### config.mk
export PLATFORM = sky130hd
export DESIGN_NAME = inv_mixcol_seq
export DESIGN_NICKNAME = d
export VERILOG_FILES = /design/src/rtl/inv_mixcol_seq.sv
export SDC_FILE = /design/constraint.sdc
export NUM_CORES = 1
export LEC_CHECK = 0
export BUFFER_PORTS_ARGS = -buffer_cell sky130_fd_sc_hd__clkbuf_2
export CORE_UTILIZATION = 50
export DETAILED_ROUTE_END_ITERATION = 6
export PLACE_DENSITY = 0.8
export SYNTH_ARGS = -nofsm -noshare
export SYNTH_HDL_FRONTEND = slang
export SYNTH_HIERARCHICAL = 1
export SYNTH_SLANG_ARGS = --single-unit
### constraint.sdc
create_clock -name clk_i -period 4.9 [get_ports clk_i]
set_input_delay 0.98 -clock clk_i [delete_from_list [all_inputs] [get_ports clk_i]]
set_output_delay 0.98 -clock clk_i [all_outputs]
set_load 0.05 [all_outputs]
### src/rtl/inv_mixcol_seq.sv
// Time-multiplexed AES InvMixColumns: COLS_PER_CYC shared column units sweep one buffered state.
// Optional feature: define INV_MIXCOL_BYPASS_EN to add bypass_i (pass the state through unmixed).

module inv_aes_mixw (
  input  logic [31:0] col,
  output logic [31:0] mixed
);

  function automatic logic [7:0] xt(input logic [7:0] a);
    return {a[6:0], 1'b0} ^ (a[7] ? 8'h1b : 8'h00);
  endfunction

  logic [7:0] a  [4];
  logic [7:0] x2 [4];
  logic [7:0] x4 [4];
  logic [7:0] x8 [4];
  logic [7:0] m9 [4];
  logic [7:0] m11 [4];
  logic [7:0] m13 [4];
  logic [7:0] m14 [4];

  // Every inverse coefficient is built from the doubling chain x2/x4/x8 of each byte.
  always_comb begin
    for (int i = 0; i < 4; i++) begin
      a[i]   = col[31-8*i -: 8];
      x2[i]  = xt(a[i]);
      x4[i]  = xt(x2[i]);
      x8[i]  = xt(x4[i]);
      m9[i]  = x8[i] ^ a[i];
      m11[i] = x8[i] ^ x2[i] ^ a[i];
      m13[i] = x8[i] ^ x4[i] ^ a[i];
      m14[i] = x8[i] ^ x4[i] ^ x2[i];
    end
  end

  assign mixed[31:24] = m14[0] ^ m11[1] ^ m13[2] ^ m9[3];
  assign mixed[23:16] = m9[0]  ^ m14[1] ^ m11[2] ^ m13[3];
  assign mixed[15:8]  = m13[0] ^ m9[1]  ^ m14[2] ^ m11[3];
  assign mixed[7:0]   = m11[0] ^ m13[1] ^ m9[2]  ^ m14[3];

endmodule

module inv_mixcol_seq #(
  parameter int COLS_PER_CYC = 1
) (
  input  logic         clk_i,
  input  logic         rst_i,
  input  logic         in_valid_i,
  output logic         in_ready_o,
  input  logic [127:0] in_state_i,
`ifdef INV_MIXCOL_BYPASS_EN
  input  logic         bypass_i,
`endif
  output logic         out_valid_o,
  input  logic         out_ready_i,
  output logic [127:0] out_state_o,
  output logic         busy_o
);

  if (COLS_PER_CYC != 1 && COLS_PER_CYC != 2 && COLS_PER_CYC != 4) begin : g_bad_param
    $error("inv_mixcol_seq: COLS_PER_CYC must be 1, 2 or 4");
  end

  // With four units the step wraps to 0, so col_cnt stays 0 and the first PROC cycle is the last.
  localparam logic [1:0] STEP = 2'(COLS_PER_CYC);
  localparam logic [1:0] LAST = 2'(4 - COLS_PER_CYC);

  typedef enum logic [1:0] {IDLE, PROC, DONE} fsm_t;

  fsm_t         fsm, fsm_next;
  logic [1:0]   col_cnt, col_next;
  logic [127:0] state_reg, state_next, mixed_state;
  logic         load_go_done;

  logic [1:0]  unit_idx [COLS_PER_CYC];
  logic [31:0] unit_in  [COLS_PER_CYC];
  logic [31:0] unit_out [COLS_PER_CYC];

  always_comb begin
    for (int k = 0; k < COLS_PER_CYC; k++) begin
      unit_idx[k] = col_cnt + 2'(k);
      unit_in[k]  = state_reg[127-32*int'(unit_idx[k]) -: 32];
    end
  end

  for (genvar k = 0; k < COLS_PER_CYC; k++) begin : g_unit
    inv_aes_mixw u_mixw (
      .col   (unit_in[k]),
      .mixed (unit_out[k])
    );
  end

  always_comb begin
    mixed_state = state_reg;
    for (int k = 0; k < COLS_PER_CYC; k++) begin
      mixed_state[127-32*int'(unit_idx[k]) -: 32] = unit_out[k];
    end
  end

`ifdef INV_MIXCOL_BYPASS_EN
  assign load_go_done = bypass_i;
`else
  assign load_go_done = 1'b0;
`endif

  always_comb begin
    fsm_next    = fsm;
    col_next    = col_cnt;
    state_next  = state_reg;
    in_ready_o  = 1'b0;
    out_valid_o = 1'b0;
    case (fsm)
      IDLE: begin
        in_ready_o = 1'b1;
        if (in_valid_i) begin
          state_next = in_state_i;
          col_next   = 2'd0;
          fsm_next   = load_go_done ? DONE : PROC;
        end
      end
      PROC: begin
        state_next = mixed_state;
        col_next   = col_cnt + STEP;
        if (col_cnt == LAST) fsm_next = DONE;
      end
      DONE: begin
        out_valid_o = 1'b1;
        in_ready_o  = out_ready_i;
        if (out_ready_i) begin
          if (in_valid_i) begin
            state_next = in_state_i;
            col_next   = 2'd0;
            fsm_next   = load_go_done ? DONE : PROC;
          end else begin
            fsm_next = IDLE;
          end
        end
      end
      default: fsm_next = IDLE;
    endcase
  end

  always_ff @(posedge clk_i) begin
    if (rst_i) begin
      fsm       <= IDLE;
      col_cnt   <= 2'd0;
      state_reg <= '0;
    end else begin
      fsm       <= fsm_next;
      col_cnt   <= col_next;
      state_reg <= state_next;
    end
  end

  assign out_state_o = state_reg;
  assign busy_o      = (fsm != IDLE);

endmodule
**After elaboration in Yosys (flattened, before gate mapping)**

Index checks and enable logic that the tools add are counted.

- Logic and storage cells: 94
- Bits of input ports: 132
- Memories kept: 0
- Latch bits: 0
- Bits in registers: 132
- Memory bits (writable): 0
- ROM bits: 0

- Order comparisons: 0
- Multiply operators: 0
- Divide/modulo/power cells: 0
- Add/subtract/negate cells: 3
- Shift operators: 3
- Bitwise logic cells: 48
- Muxes and demuxes: 26
- Eq/ne operators: 6
- Reductions and logical operators: 5

Operator list:

| cell | number |
|---|---|
| 128-bit one-hot mux with 3 select lines | 1 |
| 8-bit XOR | 48 |
| 128-bit two-way mux | 2 |
| 32-bit by 33-bit variable shift with 159-bit output (first input constant) | 1 |
| 159-bit by 8-bit variable part select with 32-bit output | 1 |
| 32-bit by 33-bit variable part select with 159-bit output | 1 |
| 128-bit bitwise mux | 1 |
| 5-bit two-way mux | 12 |
| 8-bit negator with 33-bit output | 1 |
| 2-bit one-hot mux with 3 select lines | 2 |
| 2-bit two-way mux | 5 |
| 7-bit by 7-bit subtractor with 8-bit output (first input constant) | 1 |
| 2-bit inequality test (second input constant) | 3 |
| 2-bit == test (second input constant) | 2 |
| 3-bit AND reduction | 1 |
| 3-bit nonzero test | 1 |
| 2-bit by 1-bit adder with 2-bit output (second input constant) | 1 |
| 2-bit by 1-bit == test with 1-bit output (second input constant) | 1 |
| 2-bit logical NOT | 1 |
| 1-bit two-way mux | 2 |
| 1-bit one-hot mux with 2 select lines | 1 |
| 2-bit AND reduction | 1 |
| 2-bit nonzero test | 1 |

**Logic depth before layout (Yosys ltp)**

- Depth in word-level cells: 16
- Gate-level depth with buffers: 12

**By module**

Netlist, hierarchy kept.

By module, submodules not included:

| module | cells each | times used | area an instance (µm²) |
|---|---|---|---|
| inv_mixcol_seq | 667 | 1 | 6756.5 |
| inv_aes_mixw | 214 | 1 | 2079.5 |

**Least setup slack after synthesis**

No wires, ideal clock.

- Path type: register to register
- Start point: register col_cnt[1]
- End point: register state_reg[116], in the netlist out_state_o[116]
- Arrival time: 3.326 ns
- Data required time: 4.768 ns
- Setup time: 0.132 ns
- Cell stages (with the launch flop): 11
- Period minus slack after synthesis: 3.458 ns
- Path buffers: 2
- Path slack: 1.442 ns
- Path through: dfxtp_1 buf_2 buf_2 mux4_2 xnor2_1 xor3_2 xnor2_1 xnor2_1 xnor3_1 a221oi_1 nor3_1

RTL lines:

| element | RTL line | source |
|---|---|---|
| start, declared | 71 | `logic [1:0] col_cnt, col_next;` |
| start signal, assigned | 150 | `col_cnt <= col_next;` |
| end signal, assigned | 151 | `state_reg <= state_next;` |
| end, declared | 72 | `logic [127:0] state_reg, state_next, mixed_state;` |

==> metrics.txt <==
status=complete, no violations; IO Port Bufs=262; ANT nets after route=0; Core Rows=48; initial antenna violation count=0; Avg WL per Cell=22.3 um; die height=135 um; setup TNS=0 ns; Synth async-reset ratio=0%; largest net degree at the start of global routing=91; pre-CTS setup slack=0.873 ns; kind of start point of the critical path=flip-flop; post-synth design cell area=8840 um2; final setup margin=0.801 ns; Cell variety after synth=36; Vias/cell=6.28; Critical Path Start=col_cnt[1]$_SDFFE_PP0P_; Ports=263; Clock Path Buffers=2; clock slew at reported path FFs=0.06 ns; Finish-stage setup viols=0; Setup crit end kind=flip-flop; Final Cell Area=10500 um2; synth warn=6; Placer Congestion=0.991; Post-Route WL=29400 um; post-detail-place hpwl=21000 um; FMAX=244 MHz; setup bufs post-CTS=0; post-synthesis sequential area ratio=29.9%; slew margin rel.=30.7%; first-pass GRT wire length=44600 um; Crit Path Max Fanout=24; # hold bufs at CTS=0; CTS tree=done; Mapped Nets=1017; Die W=135 um; vias in the first global route=7868; critical path class=reg2reg; die area=18200 um2; syn avg cell area=10.0 um2; GR Util All Layers=32.3%; number of synthesized flops with an enable pin=0; router iterations before antenna repair=4; Fill cells=1505; Multi-input gate area=5640 um2; Post-Syn Instances=881; Hold Crit Start=out_state_o[1]$_SDFFE_PP0P_; Tmin final=4.10 ns; synthesized flop and latch total=132; total grt overflow=0; Clock Latency Late Sink=0.42 ns; CTS buffer count=17; Req. time, crit path=5.24 ns; cts repair resizes=0; initial DRC count=746; Slew Limit Fails=0; CORE AREA=17300 um2; via count=8281; Util after Layout=60.6%; part of the cycle the worst path needs=83.7%; max-capacitance violation count=0; endpoints failing hold=0; Residual DRC=0; clock root cell=clkbuf_16; CTS HTree Levels=4; share of cells above drive strength 1=33.4%; Synth-to-Final Area Change=18.6%; ANT cells=0; Final nets=1221; Sink Count=132; sequential cell area=2650 um2; Worst Path Arrival=4.44 ns; area post-placement=9990 um2; RSZ-0062 raised after global routing=false; Layout Skew=0.0106 ns; Worst Max-Slew Pin Slew=1.04 ns; r2r startpoint=col_cnt[1]$_SDFFE_PP0P_; Top FF cell, synth=dfxtp_1; initial core utilization=51.1%; Hold Path Class=reg2reg
==> layout by cell type (no fill, tap or decap), types with 3 or more instances in the layout <==
cell type | synthesis | layout
xor2_2 | 3 | 3
ha_1 | 4 | 4
clkbuf_16 | 0 | 17
nor3_1 | 128 | 128
xnor3_1 | 4 | 4
xnor2_2 | 9 | 9
a221oi_1 | 128 | 128
xor2_1 | 31 | 31
a21oi_1 | 4 | 4
xnor2_1 | 150 | 150
mux2_4 | 4 | 4
clkinv_2 | 0 | 4
clkbuf_2 | 5 | 261
a21oi_4 | 4 | 4
mux4_2 | 32 | 32
clkbuf_1 | 27 | 4
nor2b_1 | 129 | 129
and3_1 | 3 | 3
nor2_1 | 6 | 5
inv_1 | 4 | 4
buf_4 | 19 | 14
dfxtp_1 | 132 | 130
==> path summary, 6_finish.rpt <==
path | end | slack [ns] | cells past startpoint
setup reg to reg | out_state_o[3]$_SDFFE_PP0P_ | 0.80 | 9
hold / removal | out_state_o[1]$_SDFFE_PP0P_ | 0.52 | 2
hold reg to reg | out_state_o[1]$_SDFFE_PP0P_ | 0.52 | 2
setup / recovery | out_state_o[3]$_SDFFE_PP0P_ | 0.80 | 9
==> cells in the mapped netlist (2+ instances only) <==
| cell | count | area (um2) |
|---|---|---|
| a21oi_1 | 4 | 20.0 |
| a21oi_4 | 4 | 65.1 |
| a221oi_1 | 128 | 1120 |
| and3_1 | 3 | 18.8 |
| buf_2 | 24 | 120 |
| buf_4 | 19 | 143 |
| buf_6 | 14 | 158 |
| clkbuf_1 | 27 | 101 |
| clkbuf_2 | 5 | 25.0 |
| dfxtp_1 | 132 | 2640 |
| ha_1 | 4 | 50.1 |
| inv_1 | 4 | 15.0 |
| mux2_4 | 4 | 60.1 |
| mux4_2 | 32 | 721 |
| nand2_1 | 2 | 7.51 |
| nor2_1 | 6 | 22.5 |
| nor2b_1 | 129 | 807 |
| nor3_1 | 128 | 641 |
| xnor2_1 | 150 | 1310 |
| xnor2_2 | 9 | 146 |
| xnor3_1 | 4 | 90.1 |
| xnor3_2 | 2 | 47.6 |
| xor2_1 | 31 | 272 |
| xor2_2 | 3 | 48.8 |
| xor3_2 | 2 | 50.1 |
==> kinds of logic (layout without fill, tap and decap cells) <==
family,after synthesis,count (layout),synth area share [%]
AND/OR/NAND/NOR,273,273,17.7
XOR/XNOR,202,202,22.6
adder cells (fa/ha/maj),4,4,0.566
buffers and inverters,95,308,6.49
flip-flops,132,132,29.9
AO/OA/AOI/OAI,138,138,13.8
multiplexers,37,37,8.95
==> metrics by stage <==
step                std cells  hold WS [ns]
finish                   1319         0.515
global route             1319         0.532
CTS                      1319         0.514
detailed placement       1291         0.506
global placement         1291         0.501
floorplan                 881         0.637
==> area by class of cell <==
class	count	area share, %
Timing Repair Buffer	275	13.5
Inverter	5	0.179
Multi-Input combinational cell	654	53.8
Clock buffer	22	4.33
Clock inverter	6	0.334
Sequential cell	132	25.2
Tap cell	225	2.69
==> sequential cells by signal (all words and copies together), names as in the netlist <==
| signal | flops |
|---|---|
| fsm | 2 |
| col_cnt | 2 |
| out_state_o | 128 |
==> worst max-delay path: stages (launching register included) <==
cell	delay, ns
dfxtp_2	0.94
buf_4	0.32
mux4_2	0.71
xnor2_2	0.41
xnor3_1	0.33
xnor2_2	0.25
xnor2_2	0.13
xnor2_1	0.54
a221oi_1	0.16
nor3_1	0.21
==> metal layers <==
metal | vias to the layer above | global-route usage (%) | wire length [um]
li1 | 3637 | - | -
met1 | 3993 | 43.1 | 11900
met2 | 591 | 51.4 | 13700
met3 | 60 | 6.31 | 2950
met4 | 0 | 12.8 | 815
met5 | - | 0 | 0
Power is left out: the tool's default activity adds up to more than one toggle a clock period on the data nets, which glitch-free logic cannot reach.
